<file path="config.mk">
export PLATFORM = sky130hd
export DESIGN_NAME = pipe_skid_reg
export DESIGN_NICKNAME = d
export VERILOG_FILES = /design/src/rtl/pipe_skid_reg.sv
export SDC_FILE = /design/constraint.sdc
export NUM_CORES = 1
export LEC_CHECK = 0
export ABC_AREA = 0
export BUFFER_PORTS_ARGS = -buffer_cell sky130_fd_sc_hd__buf_2
export CAP_MARGIN = 30
export CORE_MARGIN = 8
export CORE_UTILIZATION = 54
export CTS_BUF_LIST = sky130_fd_sc_hd__clkbuf_2
export CTS_CLUSTER_SIZE = 8
export DETAILED_ROUTE_END_ITERATION = 6
export GPL_TIMING_DRIVEN = 0
export PLACE_DENSITY = 0.88
export SLEW_MARGIN = 20
export SYNTH_ARGS = -nofsm -noshare
export SYNTH_HDL_FRONTEND = slang
export SYNTH_SLANG_ARGS = --single-unit
</file>
<file path="constraint.sdc">
create_clock -name clk_i -period 2.54 [get_ports clk_i]
set_input_delay 0.127 -clock clk_i [delete_from_list [all_inputs] [get_ports clk_i]]
set_output_delay 0.127 -clock clk_i [all_outputs]
set_load 0.01 [all_outputs]
</file>
<file path="src/rtl/pipe_skid_reg.sv">
// Two-entry skid register stage: breaks the ready path between downstream and
// upstream while keeping full throughput and strict FIFO order.
module pipe_skid_reg #(
  parameter int unsigned DATA_W         = 32,
  parameter bit          CLEAR_ON_FLUSH = 1'b1,
  parameter int unsigned CNT_W          = 16
) (
  input  logic              clk_i,
  input  logic              rst_i,
  input  logic              flush_i,
  input  logic              in_valid_i,
  output logic              in_ready_o,
  input  logic [DATA_W-1:0] in_data_i,
  output logic              out_valid_o,
  input  logic              out_ready_i,
  output logic [DATA_W-1:0] out_data_o,
  output logic [1:0]        count_o,
  output logic [CNT_W-1:0]  bp_cnt_o
);

  localparam logic [CNT_W-1:0] CNT_MAX = '1;

  typedef enum logic [1:0] {
    ST_EMPTY = 2'd0,
    ST_ONE   = 2'd1,
    ST_FULL  = 2'd2
  } state_e;

  state_e            state_q;
  state_e            state_d;
  logic [DATA_W-1:0] main_q;
  logic [DATA_W-1:0] skid_q;
  logic [CNT_W-1:0]  bp_cnt_q;
  logic              in_fire;
  logic              out_fire;
  logic              load_main_in;
  logic              load_main_skid;
  logic              load_skid;

  assign in_fire  = in_valid_i & in_ready_o;
  assign out_fire = out_valid_o & out_ready_i;

  // State register
  always_ff @(posedge clk_i) begin
    if (rst_i) begin
      state_q <= ST_EMPTY;
    end else begin
      state_q <= state_d;
    end
  end

  // Next-state and entry-load decode; flush overrides any handshake
  always_comb begin
    state_d        = state_q;
    load_main_in   = 1'b0;
    load_main_skid = 1'b0;
    load_skid      = 1'b0;
    if (flush_i) begin
      state_d = ST_EMPTY;
    end else begin
      case (state_q)
        ST_EMPTY: begin
          if (in_fire) begin
            state_d      = ST_ONE;
            load_main_in = 1'b1;
          end
        end
        ST_ONE: begin
          if (in_fire && out_fire) begin
            load_main_in = 1'b1;
          end else if (in_fire) begin
            state_d   = ST_FULL;
            load_skid = 1'b1;
          end else if (out_fire) begin
            state_d = ST_EMPTY;
          end
        end
        ST_FULL: begin
          if (out_fire) begin
            state_d        = ST_ONE;
            load_main_skid = 1'b1;
          end
        end
        default: state_d = ST_EMPTY;
      endcase
    end
  end

  // Handshake outputs decode the state register only, so no ready path leaks through
  always_comb begin
    in_ready_o  = (state_q != ST_FULL);
    out_valid_o = (state_q != ST_EMPTY);
    count_o     = state_q;
  end

  // Payload entries; main always drives the output
  always_ff @(posedge clk_i) begin
    if (rst_i) begin
      main_q <= '0;
      skid_q <= '0;
    end else if (flush_i) begin
      if (CLEAR_ON_FLUSH) begin
        main_q <= '0;
        skid_q <= '0;
      end
    end else begin
      if (load_main_in) begin
        main_q <= in_data_i;
      end else if (load_main_skid) begin
        main_q <= skid_q;
      end
      if (load_skid) begin
        skid_q <= in_data_i;
      end
    end
  end

  // Saturating stall counter; survives flush, cleared only by reset
  always_ff @(posedge clk_i) begin
    if (rst_i) begin
      bp_cnt_q <= '0;
    end else if (out_valid_o && !out_ready_i && (bp_cnt_q != CNT_MAX)) begin
      bp_cnt_q <= bp_cnt_q + CNT_W'(1);
    end
  end

  assign out_data_o = main_q;
  assign bp_cnt_o   = bp_cnt_q;

endmodule

</file>
Word level (Yosys, flattened, before mapping):

Cells that the tools add are included.

* shift operators: 0
* reductions and logical operators: 9
* equality and inequality tests: 8
* $mul: 0
* bitwise logic cells: 2
* mux-type cells: 18
* add/sub/neg operators: 1
* divide/modulo/power cells: 0
* $lt $le $gt $ge: 0

Operators with widths (number)
* $mux W32: 2
* $add A16 B1 Y16 const B: 1
* $ne A16 B16 Y1 const B: 1
* $mux W2: 5
* $mux W1: 9
* $ne A2 B2 Y1 const B: 4
* $pmux W2 S3: 1
* $reduce_and A4 Y1: 1
* $reduce_bool A2 Y1: 2
* $logic_and A1 B1 Y1: 3
* $ne A3 B3 Y1 const B: 1
* $and A1 B1 Y1: 2
* $eq A2 B1 Y1 const B: 1
* $eq A2 B2 Y1 const B: 1
* $logic_not A2 Y1: 1
* $pmux W1 S2: 1
* $reduce_or A2 Y1: 1
* $logic_not A1 Y1: 1

* output and inout port bits: 52
* memory bits (read-only): 0
* word-level logic and storage cells: 42
* register bits: 82
* memories: 0
* latch bits: 0
* bits of input ports: 37
* memory bits (writable): 0

Longest topological paths before layout:

Gate-level depths: netlist (run 1).

* depth in word-level cells: 7
* gate-level depth with buffers: 7
* gate-level depth less buffers: 5

Worst setup path after synthesis (run 1):

Ideal clock, no wire load.

* kind: reg2reg
* start point: register bp_cnt_q[0] (netlist: bp_cnt_o[0])
* end point: register bp_cnt_q[14] (netlist: bp_cnt_o[14])
* period minus slack after synthesis: 1929 ps
* cell stages (with the launch flop): 7
* setup time: 70 ps
* path slack: 611 ps
* required time: 2470 ps
* data arrival time: 1859 ps
* path buffers: 1
* cells stage by stage: dfxtp_1 -> ha_1 -> nand4_1 -> or3_1 -> clkbuf_1 -> or4_1 -> a21oi_1

* longest elaborated chain between the ends: 2
* elaborated cells on any way between the ends: 3
* classes of those cells: 1 x add/sub; 1 x eq/ne; 1 x reduce/logical

Ends and longest elaborated chain
* from (decl): RTL line 33 `logic [CNT_W-1:0] bp_cnt_q;`
* from (signal assigned): RTL line 123 `bp_cnt_q <= bp_cnt_q + CNT_W'(1);`
* parallel branches: the longest is 2 deep, another holds $add A16 B1 Y16

Several ways; the timed one is not identified.
A chain may end at the register's enable or synchronous reset.

Worst setup path in the final report (run 1):

Ends and elaborated chain as after synthesis.

==> flow_metrics.env, run 1 <==
export IMPL_status="finished clean"
export IMPL_cts_root_buffer="clkbuf_2"
export IMPL_cap_violations=0
export IMPL_holdPathEnd="skid_q[28]"
export IMPL_grt_max_degree=15
export IMPL_num_io_pins=89
export IMPL_place_hpwl_um=6350
export IMPL_drc_errors=0
export IMPL_p_comb_share_pct=9.0
export IMPL_antenna_cells=0
export IMPL_avgSynthCellArea_um2=8.64
export IMPL_total_power_w=0.00244
export IMPL_power_density_nw_per_um2=547
export IMPL_place_gp_congestion=0.815
export IMPL_synthCells=394
export IMPL_io_buffers=87
export IMPL_rsz0062_at_grt="false"
export IMPL_syn_area_um2=3400
export IMPL_grt_pass1_vias=3365
export IMPL_netSwitchingFraction_pct=24.7
export IMPL_die_w_um=95.4
export IMPL_tritoncts="yes"
export IMPL_crit_required_ns=3.03
export IMPL_m1WireLength_um=3930
export IMPL_fin_setup_tns_ns=0
export IMPL_dp_cells=558
export IMPL_yosysTopAreaCellShare_pct=48.2
export IMPL_r2r_end="bp_cnt_o[14]"
export IMPL_min_path_type="primary input to flop"
export IMPL_whs_path_depth=5
export IMPL_num_rows=29
export IMPL_viasPerCell=5.53
export IMPL_clockBufferDepth=2
export IMPL_fin_cells=610
export IMPL_ant_nets=0
export IMPL_die_h_um=95.4
export IMPL_worst_ep_arrival_time_ns=2.68
export IMPL_synth_top_area_cell="dfxtp_1"
export IMPL_area_growth_pct=31.0
export IMPL_drive_gt1_share_pct=21.6
export IMPL_post_route_min_period_ns=2.19
export IMPL_clkSinkCount=82
export IMPL_wl_met3_um=678
export IMPL_hp_start="flush_i"
export IMPL_relSlewSlack_pct=53.8
export IMPL_routed_top_layer="met4"
export IMPL_reg2reg_slack_ns=0.35
export IMPL_grt_usage_pct=21.9
export IMPL_design_area_um2=4460
export IMPL_seqPwrFrac_pct=54.3
export IMPL_drtPass1Iterations=4
export IMPL_final_nets=566
export IMPL_skew_ns=0.0208
export IMPL_dr_wl_met2_um=4800
export IMPL_cp_end_kind="flop"
export IMPL_synth_warnings=0
export IMPL_clockPowerShare_pct=36.7
export IMPL_fp_dieArea_um2=9100
export IMPL_htree_levels=3
export IMPL_drt_total_wl_um=9690
export IMPL_crit_path_max_fanout=8
export IMPL_seq_area_frac_synth_pct=48.2
export IMPL_worst_pin_slew_ns=0.688
export IMPL_ys_seq_elements=82
export IMPL_fin_hold_ws_ns=0.151
export IMPL_max_freq_ghz=0.457
export IMPL_dpl_cell_area_um2=3940
export IMPL_post_cts_buffers=0
export IMPL_via_count=3374
export IMPL_drt_iter0_markers=223
export IMPL_antenna_found_initial=0
export IMPL_power_switching_w=0.000602
export IMPL_rr_worst_depth=6
export IMPL_grt_pass1_wl_um=15700
export IMPL_peakVddDrop_uv=371
export IMPL_finalCritPeriodShare_pct=86.1
export IMPL_setup_viol_count_final=0
export IMPL_worst_setup_path_start_kind="flop"
export IMPL_fillerInstances=493
export IMPL_wl_per_cell_um=15.9
export IMPL_rr_startpoint="bp_cnt_o[0]"
export IMPL_core_um2=6200
export IMPL_clk_pin_slew_ns=0.23
export IMPL_cts_buffers=9
export IMPL_grt_ovfl_total=0
export IMPL_p_leak_nw=1.67
export IMPL_syn_nets=432
export IMPL_synthDistinctLibCells=33
export IMPL_slew_viol_final=0
export IMPL_clkLatencyLatePin_ns=0.55
export IMPL_hold_viol=0
export IMPL_p_int_w=0.00184
export IMPL_ys_top_cells_by_area="dfxtp_1 48%, mux2i_1 10%, nand2_1 7.7%, a211oi_1 7.5%, a21oi_1 6.5%"
export IMPL_start_util_pct=54.8
export IMPL_worstSetupPathType="flop to flop"
-- routing by layer --
metal  up-vias  track usage, %
met2       111            36.6
met5         -               0
met4         0            10.9
met1      1580            25.0
met3        24            6.30
li1       1659               -
-- power by group through the flow --
stage	Sequential [W]	Clock, W	Combinational (W)
final	0.00133	0.000894	0.000219
after global routing	0.00133	0.000960	0.000239
after CTS	0.00132	0.000895	0.000216
after detailed placement	0.00135	0	0.000173
after global placement	0.00135	0	0.000170
after floorplan	0.00136	0	0.0000804
-- worst max-delay path, stage by stage, from the launching register on --
cell and delay, ns:
dfxtp_1 0.50, ha_1 0.29, nand4_1 0.19, or3_1 0.40, clkbuf_1 0.18, or4_1 0.43
a21oi_1 0.14
-- worst max path at each step --
stage	startpoint	cells after the start	endpoint	slack [ns]
after global placement	bp_cnt_o[0]	6	bp_cnt_o[14]	0.51
after global routing	bp_cnt_o[0]	6	bp_cnt_o[14]	0.20
after detailed placement	bp_cnt_o[0]	6	bp_cnt_o[14]	0.47
final	bp_cnt_o[0]	6	bp_cnt_o[14]	0.35
after floorplan	bp_cnt_o[0]	6	bp_cnt_o[14]	0.61
after CTS	bp_cnt_o[0]	6	bp_cnt_o[14]	0.38
-- cell families (layout without fill, tap and decap cells) --
| group | Yosys count | after routing | share of synthesized area (%) |
|---|---|---|---|
| AND/OR/NAND/NOR | 149 | 149 | 19.7 |
| multiplexers | 35 | 35 | 10.3 |
| XOR/XNOR | 1 | 1 | 0.257 |
| AO/OA/AOI/OAI | 95 | 95 | 17.4 |
| flip-flops | 82 | 82 | 48.2 |
| adder cells (fa/ha/maj) | 1 | 1 | 0.368 |
| buffers and inverters | 31 | 170 | 3.71 |
-- synthesized netlist by cell type --
master,instances
mux2i_1,34
o31ai_1,4
nor2b_1,3
nand3_1,6
mux2_2,1
nand4_1,6
o22a_1,1
o41ai_1,2
buf_2,5
clkbuf_1,22
o21ai_0,7
nor3b_1,2
or4_1,5
ha_1,1
nor4_2,1
or3_1,8
nand2_1,70
a211oi_1,34
xor2_1,1
dfxtp_1,82
inv_1,1
o21a_1,1
nand3b_1,1
buf_1,2
nor4_1,1
nor2_1,38
buf_4,1
and3_1,1
nand2b_1,4
o21bai_1,1
o21ba_2,1
or2_2,3
a21oi_1,44
-- cell usage in the layout, fill, tap and decap left out, drive strengths merged --
master	netlist	routed
dfxtp	82	82
o21ai	7	7
clkinv	0	2
a211oi	34	34
nand4	6	6
ha	1	1
clkinvlp	0	1
o41ai	2	2
o31ai	4	4
or3	8	8
or2	3	3
nor4	2	2
nor2	38	38
and3	1	1
or4	5	5
bufinv	0	3
buf	8	95
nor2b	3	3
o21a	1	1
dlygate4sd3	0	36
mux2i	34	34
o22a	1	1
inv	1	2
o21bai	1	1
nand3	6	6
o21ba	1	1
mux2	1	1
xor2	1	1
nand2b	4	4
nor3b	2	2
a21oi	44	44
clkbuf	22	31
nand2	70	70
nand3b	1	1
-- through the flow --
step                setup slack [ns]  utilization [%]
finish                         0.353             71.8
global route                   0.200             71.8
CTS                            0.376             71.8
detailed placement             0.468             63.4
global placement               0.514             63.4
floorplan                      0.611                -
-- registers in the layout, indices dropped and copies added, names as in the netlist --
name	count
skid_q	32
bp_cnt_o	16
out_data_o	32
count_o	2
-- layout make-up --
| class | instances | area (um2) | share of cell area (%) |
|---|---|---|---|
| clock inverters | 7 | 116 | 2.61 |
| flip-flops and latches | 82 | 1640 | 36.8 |
| clock buffers | 9 | 45.0 | 1.01 |
| plain buffers | 30 | 123 | 2.75 |
| inverters | 1 | 3.75 | 0.0842 |
| repair buffers | 123 | 796 | 17.9 |
| multi-input cells | 281 | 1640 | 36.7 |
| well taps | 77 | 96.3 | 2.16 |
-- timing repair --
action,in CTS,in global routing
hold endpoints to repair,67,0
resized for setup,0,0
hold buffers,36,0
Power figures use the tool's default switching activity.
==> run 2: changes to the inputs <==
MAX_ROUTING_LAYER = met4   (was default)
==> flow_metrics.env, run 2 (synthesis gave the netlist of run 1 again) <==
export IMPL_status="finished clean"
export IMPL_antenna_cells=0
export IMPL_rr_startpoint="bp_cnt_o[0]"
export IMPL_final_common_cell="buf_2"
export IMPL_die_w_um=95.4
export IMPL_design_area_um2=4460
export IMPL_cts_root_buffer="clkbuf_2"
export IMPL_num_rows=29
export IMPL_tritoncts="yes"
export IMPL_cap_violations=0
export IMPL_slowest_delay_ns=0.49
export IMPL_whs_path_depth=5
export IMPL_min_path_type="primary input to flop"
export IMPL_core_um2=6200
export IMPL_viasPerCell=5.58
export IMPL_place_hpwl_um=6350
export IMPL_multi_input_area_um2=1640
export IMPL_grt_usage_pct=22.5
export IMPL_htree_levels=3
export IMPL_post_cts_resized=0
export IMPL_crit_required_ns=3.04
export IMPL_peakVddDrop_uv=372
export IMPL_cp_cell_sequence="ha_1, nand4_1, or3_1, clkbuf_1, or4_1, a21oi_1"
export IMPL_ff_latch_area_um2=1640
export IMPL_place_gp_congestion=0.827
export IMPL_drt_iter0_markers=231
export IMPL_drtPass1Iterations=5
export IMPL_worst_pin_slew_ns=0.683
export IMPL_clockBufferDepth=2
export IMPL_num_io_pins=89
export IMPL_total_power_w=0.00244
export IMPL_drc_errors=0
export IMPL_dr_wl_met2_um=4830
export IMPL_worstSetupStartpoint="bp_cnt_o[0]"
export IMPL_power_density_nw_per_um2=547
export IMPL_clkSinkCount=82
export IMPL_wl_met3_um=588
export IMPL_fillerInstances=493
export IMPL_dpl_cell_area_um2=3940
export IMPL_start_util_pct=54.8
export IMPL_rr_worst_depth=6
export IMPL_worst_ep_arrival_time_ns=2.66
export IMPL_finalCritPeriodShare_pct=84.9
export IMPL_clkLatencyLatePin_ns=0.54
export IMPL_via_count=3401
export IMPL_fp_dieArea_um2=9100
export IMPL_crit_path_max_fanout=8
export IMPL_grt_pass1_vias=3361
export IMPL_drive_gt1_share_pct=21.6
export IMPL_grt_pass1_wl_um=15700
export IMPL_slew_viol_final=0
export IMPL_crit_slowest_cell="dfxtp_1"
export IMPL_post_route_min_period_ns=2.16
export IMPL_mostFrequentLayoutCells="92 x buf_2, 82 x dfxtp_1, 70 x nand2_1"
export IMPL_final_nets=566
export IMPL_setup_viol_count_final=0
export IMPL_antenna_found_initial=0
export IMPL_m1WireLength_um=4030
export IMPL_p_leak_nw=1.67
export IMPL_worstSetupPathType="flop to flop"
export IMPL_die_h_um=95.4
export IMPL_grt_max_degree=15
export IMPL_grt_ovfl_total=0
export IMPL_area_growth_pct=31.0
export IMPL_drt_total_wl_um=9710
export IMPL_worst_setup_path_start_kind="flop"
export IMPL_wl_per_cell_um=15.9
export IMPL_rsz0062_at_grt="false"
export IMPL_routed_top_layer="met4"
export IMPL_hold_viol=0
export IMPL_ant_nets=0
export IMPL_io_buffers=87
export IMPL_max_freq_ghz=0.464
export IMPL_skew_ns=0.0248
export IMPL_hp_start="flush_i"
export IMPL_fin_setup_tns_ns=0
export IMPL_clk_pin_slew_ns=0.23
export IMPL_cts_buffers=9
export IMPL_cp_end_kind="flop"
export IMPL_relSlewSlack_pct=54.1
[run 2: cell counts in the layout (fill, tap and decap cells not counted)]
Identical to the previous run, type by type.
[run 2: final cells by class]
class | count | share of cell area, %
Buffer | 30 | 2.75
Clock buffer | 9 | 1.01
Clock inverter | 7 | 2.61
Inverter | 1 | 0.0842
Multi-Input combinational cell | 281 | 36.7
Sequential cell | 82 | 36.8
Tap cell | 77 | 2.16
Timing Repair Buffer | 123 | 17.9
[run 2: layer usage]
metal	track usage [%]	vias up
li1	-	1653
met1	25.6	1606
met2	36.5	119
met4	11.3	0
met5	-	-
met3	5.12	23
[run 2: per-stage QoR]
stage / setup WS, ns / cells / hold WS [ns] / util, %
after detailed placement: 0.468 / 558 / 0.362 / 63.4
after CTS: 0.376 / 610 / 0.155 / 71.8
final: 0.383 / 610 / 0.157 / 71.8
after global routing: 0.200 / 610 / 0.153 / 71.8
after global placement: 0.514 / 558 / 0.364 / 63.4
after floorplan: 0.611 / 394 / 0.200 / -
[run 2: power by group]
part / internal [W] / leakage [nW] / switching (W)
registers: 0.00131 / 0.663 / 0.0000142
logic: 0.000102 / 0.913 / 0.000118
clock network: 0.000424 / 0.0923 / 0.000468
[run 2: path summary, 6_finish.rpt]
path / end / slack [ns]
max: bp_cnt_o[14] / 0.38
min: skid_q[28] / 0.16
max reg2reg: bp_cnt_o[14] / 0.38
min reg2reg: skid_q[1] / 0.47
[run 2: worst max-delay path: cells and delay by family, from the launching register on]
family | cells | cell delay (ns)
DFF | 1 | 0.49
buffers and inverters | 1 | 0.18
and+or+nand+nor | 3 | 1.02
AOI/OAI and AO/OA | 1 | 0.14
adders and majority gates | 1 | 0.28
[run 2: timing repair]
item | 4_1_cts | 5_1_grt
endpoints found under the hold margin | 67 | 0
setup buffers | 0 | 0
setup endpoints to repair | 0 | 0
hold buffers | 36 | 0
==> run 3: changes to the inputs <==
CORE_UTILIZATION = 49   (was 54)
PLACE_DENSITY = 0.85   (was 0.88)
clock period = 1.85 ns   (was 2.54 ns; I/O delays follow)
==> flow_metrics.env, run 3 (synthesis gave the netlist of run 1 again) <==
export IMPL_dpl_cell_area_um2=3950
export IMPL_fin_cells=619
export IMPL_rr_startpoint="bp_cnt_o[4]"
export IMPL_final_common_cell="buf_2"
export IMPL_drt_total_wl_um=10100
export IMPL_wl_met3_um=672
export IMPL_area_growth_pct=36.1
export IMPL_drive_gt1_share_pct=28.0
export IMPL_critPathBufInv=0
export IMPL_m1WireLength_um=4130
export IMPL_cts_root_buffer="clkbuf_2"
export IMPL_status="finished clean"
export IMPL_via_count=3508
export IMPL_die_w_um=99.3
export IMPL_setup_ws_ns=0.0792
export IMPL_clk_pin_slew_ns=0.24
export IMPL_slew_viol_final=0
export IMPL_dp_cells=561
export IMPL_post_route_min_period_ns=1.77
export IMPL_mostFrequentLayoutCells="89 x buf_2, 69 x nand2_1, 67 x dfxtp_1"
export IMPL_min_path_type="primary input to flop"
export IMPL_antenna_cells=0
export IMPL_io_buffers=87
export IMPL_path_delay_family="simple AND/OR/NAND/NOR gates"
export IMPL_viasPerCell=5.67
export IMPL_clockBufferDepth=2
export IMPL_antenna_found_initial=0
export IMPL_place_hpwl_um=6470
export IMPL_worstSetupPathType="flop to flop"
export IMPL_max_freq_ghz=0.565
export IMPL_fp_dieArea_um2=9870
export IMPL_routed_top_layer="met4"
export IMPL_worstSetupStartpoint="bp_cnt_o[4]"
export IMPL_drc_errors=0
export IMPL_core_um2=6760
export IMPL_multi_input_area_um2=1730
export IMPL_clkLatencyLatePin_ns=0.52
export IMPL_slowest_delay_ns=0.60
export IMPL_dr_wl_met2_um=5010
export IMPL_final_nets=572
export IMPL_fillerInstances=511
export IMPL_relSlewSlack_pct=64.5
export IMPL_die_h_um=99.3
export IMPL_p_leak_nw=1.74
export IMPL_crit_path_max_fanout=7
export IMPL_worst_pin_slew_ns=0.532
export IMPL_crit_required_ns=2.33
export IMPL_grt_pass1_wl_um=16400
export IMPL_cp_cell_sequence="nand3_1, or4_4, or4_1, a21oi_1"
export IMPL_skew_ns=0.0275
export IMPL_start_util_pct=50.4
export IMPL_crit_slowest_cell="or4_4"
export IMPL_drtPass1Iterations=5
export IMPL_fin_setup_tns_ns=0
export IMPL_grt_pass1_vias=3431
export IMPL_cts_buffers=9
export IMPL_hold_viol=0
export IMPL_num_io_pins=89
export IMPL_tritoncts="yes"
export IMPL_hp_start="flush_i"
export IMPL_grt_usage_pct=20.7
export IMPL_wl_per_cell_um=16.4
export IMPL_worst_setup_path_start_kind="flop"
export IMPL_ff_latch_area_um2=1680
export IMPL_power_density_nw_per_um2=672
export IMPL_place_gp_congestion=0.835
export IMPL_ant_nets=0
export IMPL_post_place_ws_ns=-0.140
export IMPL_design_area_um2=4630
export IMPL_drt_iter0_markers=241
export IMPL_worst_ep_arrival_time_ns=2.25
export IMPL_setup_viol_count_final=0
export IMPL_cap_violations=0
export IMPL_clkSinkCount=82
export IMPL_peakVddDrop_uv=619
export IMPL_finalCritPeriodShare_pct=95.7
export IMPL_grt_ovfl_total=0
export IMPL_grt_max_degree=16
export IMPL_cp_end_kind="flop"
export IMPL_htree_levels=3
export IMPL_num_rows=30
[run 3: layer usage]
| metal | vias to the layer above | track usage (%) |
|---|---|---|
| met5 | - | - |
| met3 | 27 | 4.26 |
| met4 | 0 | 9.20 |
| met1 | 1653 | 23.4 |
| li1 | 1678 | - |
| met2 | 150 | 34.6 |
[run 3: where the power goes]
group	leakage, nW	internal, W	switching [W]	total (W)
Combinational	0.997	0.000145	0.000167	0.000312
Clock	0.0670	0.000321	0.000668	0.000990
Sequential	0.673	0.00179	0.0000193	0.00181
[run 3: final cells by class]
cell class	count	share of cell area [%]
Buffer	27	3.03
Inverter	1	0.0810
Clock inverter	7	1.62
Tap cell	80	2.16
Timing Repair Buffer	132	18.6
Multi-Input combinational cell	281	37.3
Sequential cell	82	36.2
Clock buffer	9	0.972
[run 3: final timing paths]
kind                   end  cells past startpoint  slack (ns)
max           bp_cnt_o[13]                      4        0.08
min          out_data_o[1]                      3        0.04
max reg2reg   bp_cnt_o[13]                      4        0.08
min reg2reg      skid_q[9]                      2        0.47
[run 3: stage by stage]
step / power [W] / hold slack (ns) / util (%)
floorplan: 0.00197 / 0.158 / -
finish: 0.00311 / 0.0377 / 68.6
detailed placement: 0.00209 / 0.342 / 58.5
global route: 0.00321 / 0.0541 / 68.6
global placement: 0.00209 / 0.328 / 58.5
CTS: 0.00312 / 0.107 / 67.1
[run 3: what timing repair did]
| item | in CTS | in global routing |
|---|---|---|
| pin swaps | 3 | 4 |
| endpoints found under the hold margin | 71 | 0 |
| gates resized for setup | 21 | 31 |
| hold buffers | 36 | 0 |
| cloned | 0 | 0 |
| setup buffers | 6 | 3 |
| setup endpoints to repair | 76 | 76 |
[run 3: worst min-delay path, stage by stage]
cell      delay, ns
buf_2          0.11
or2_2          0.26
a211oi_1       0.07
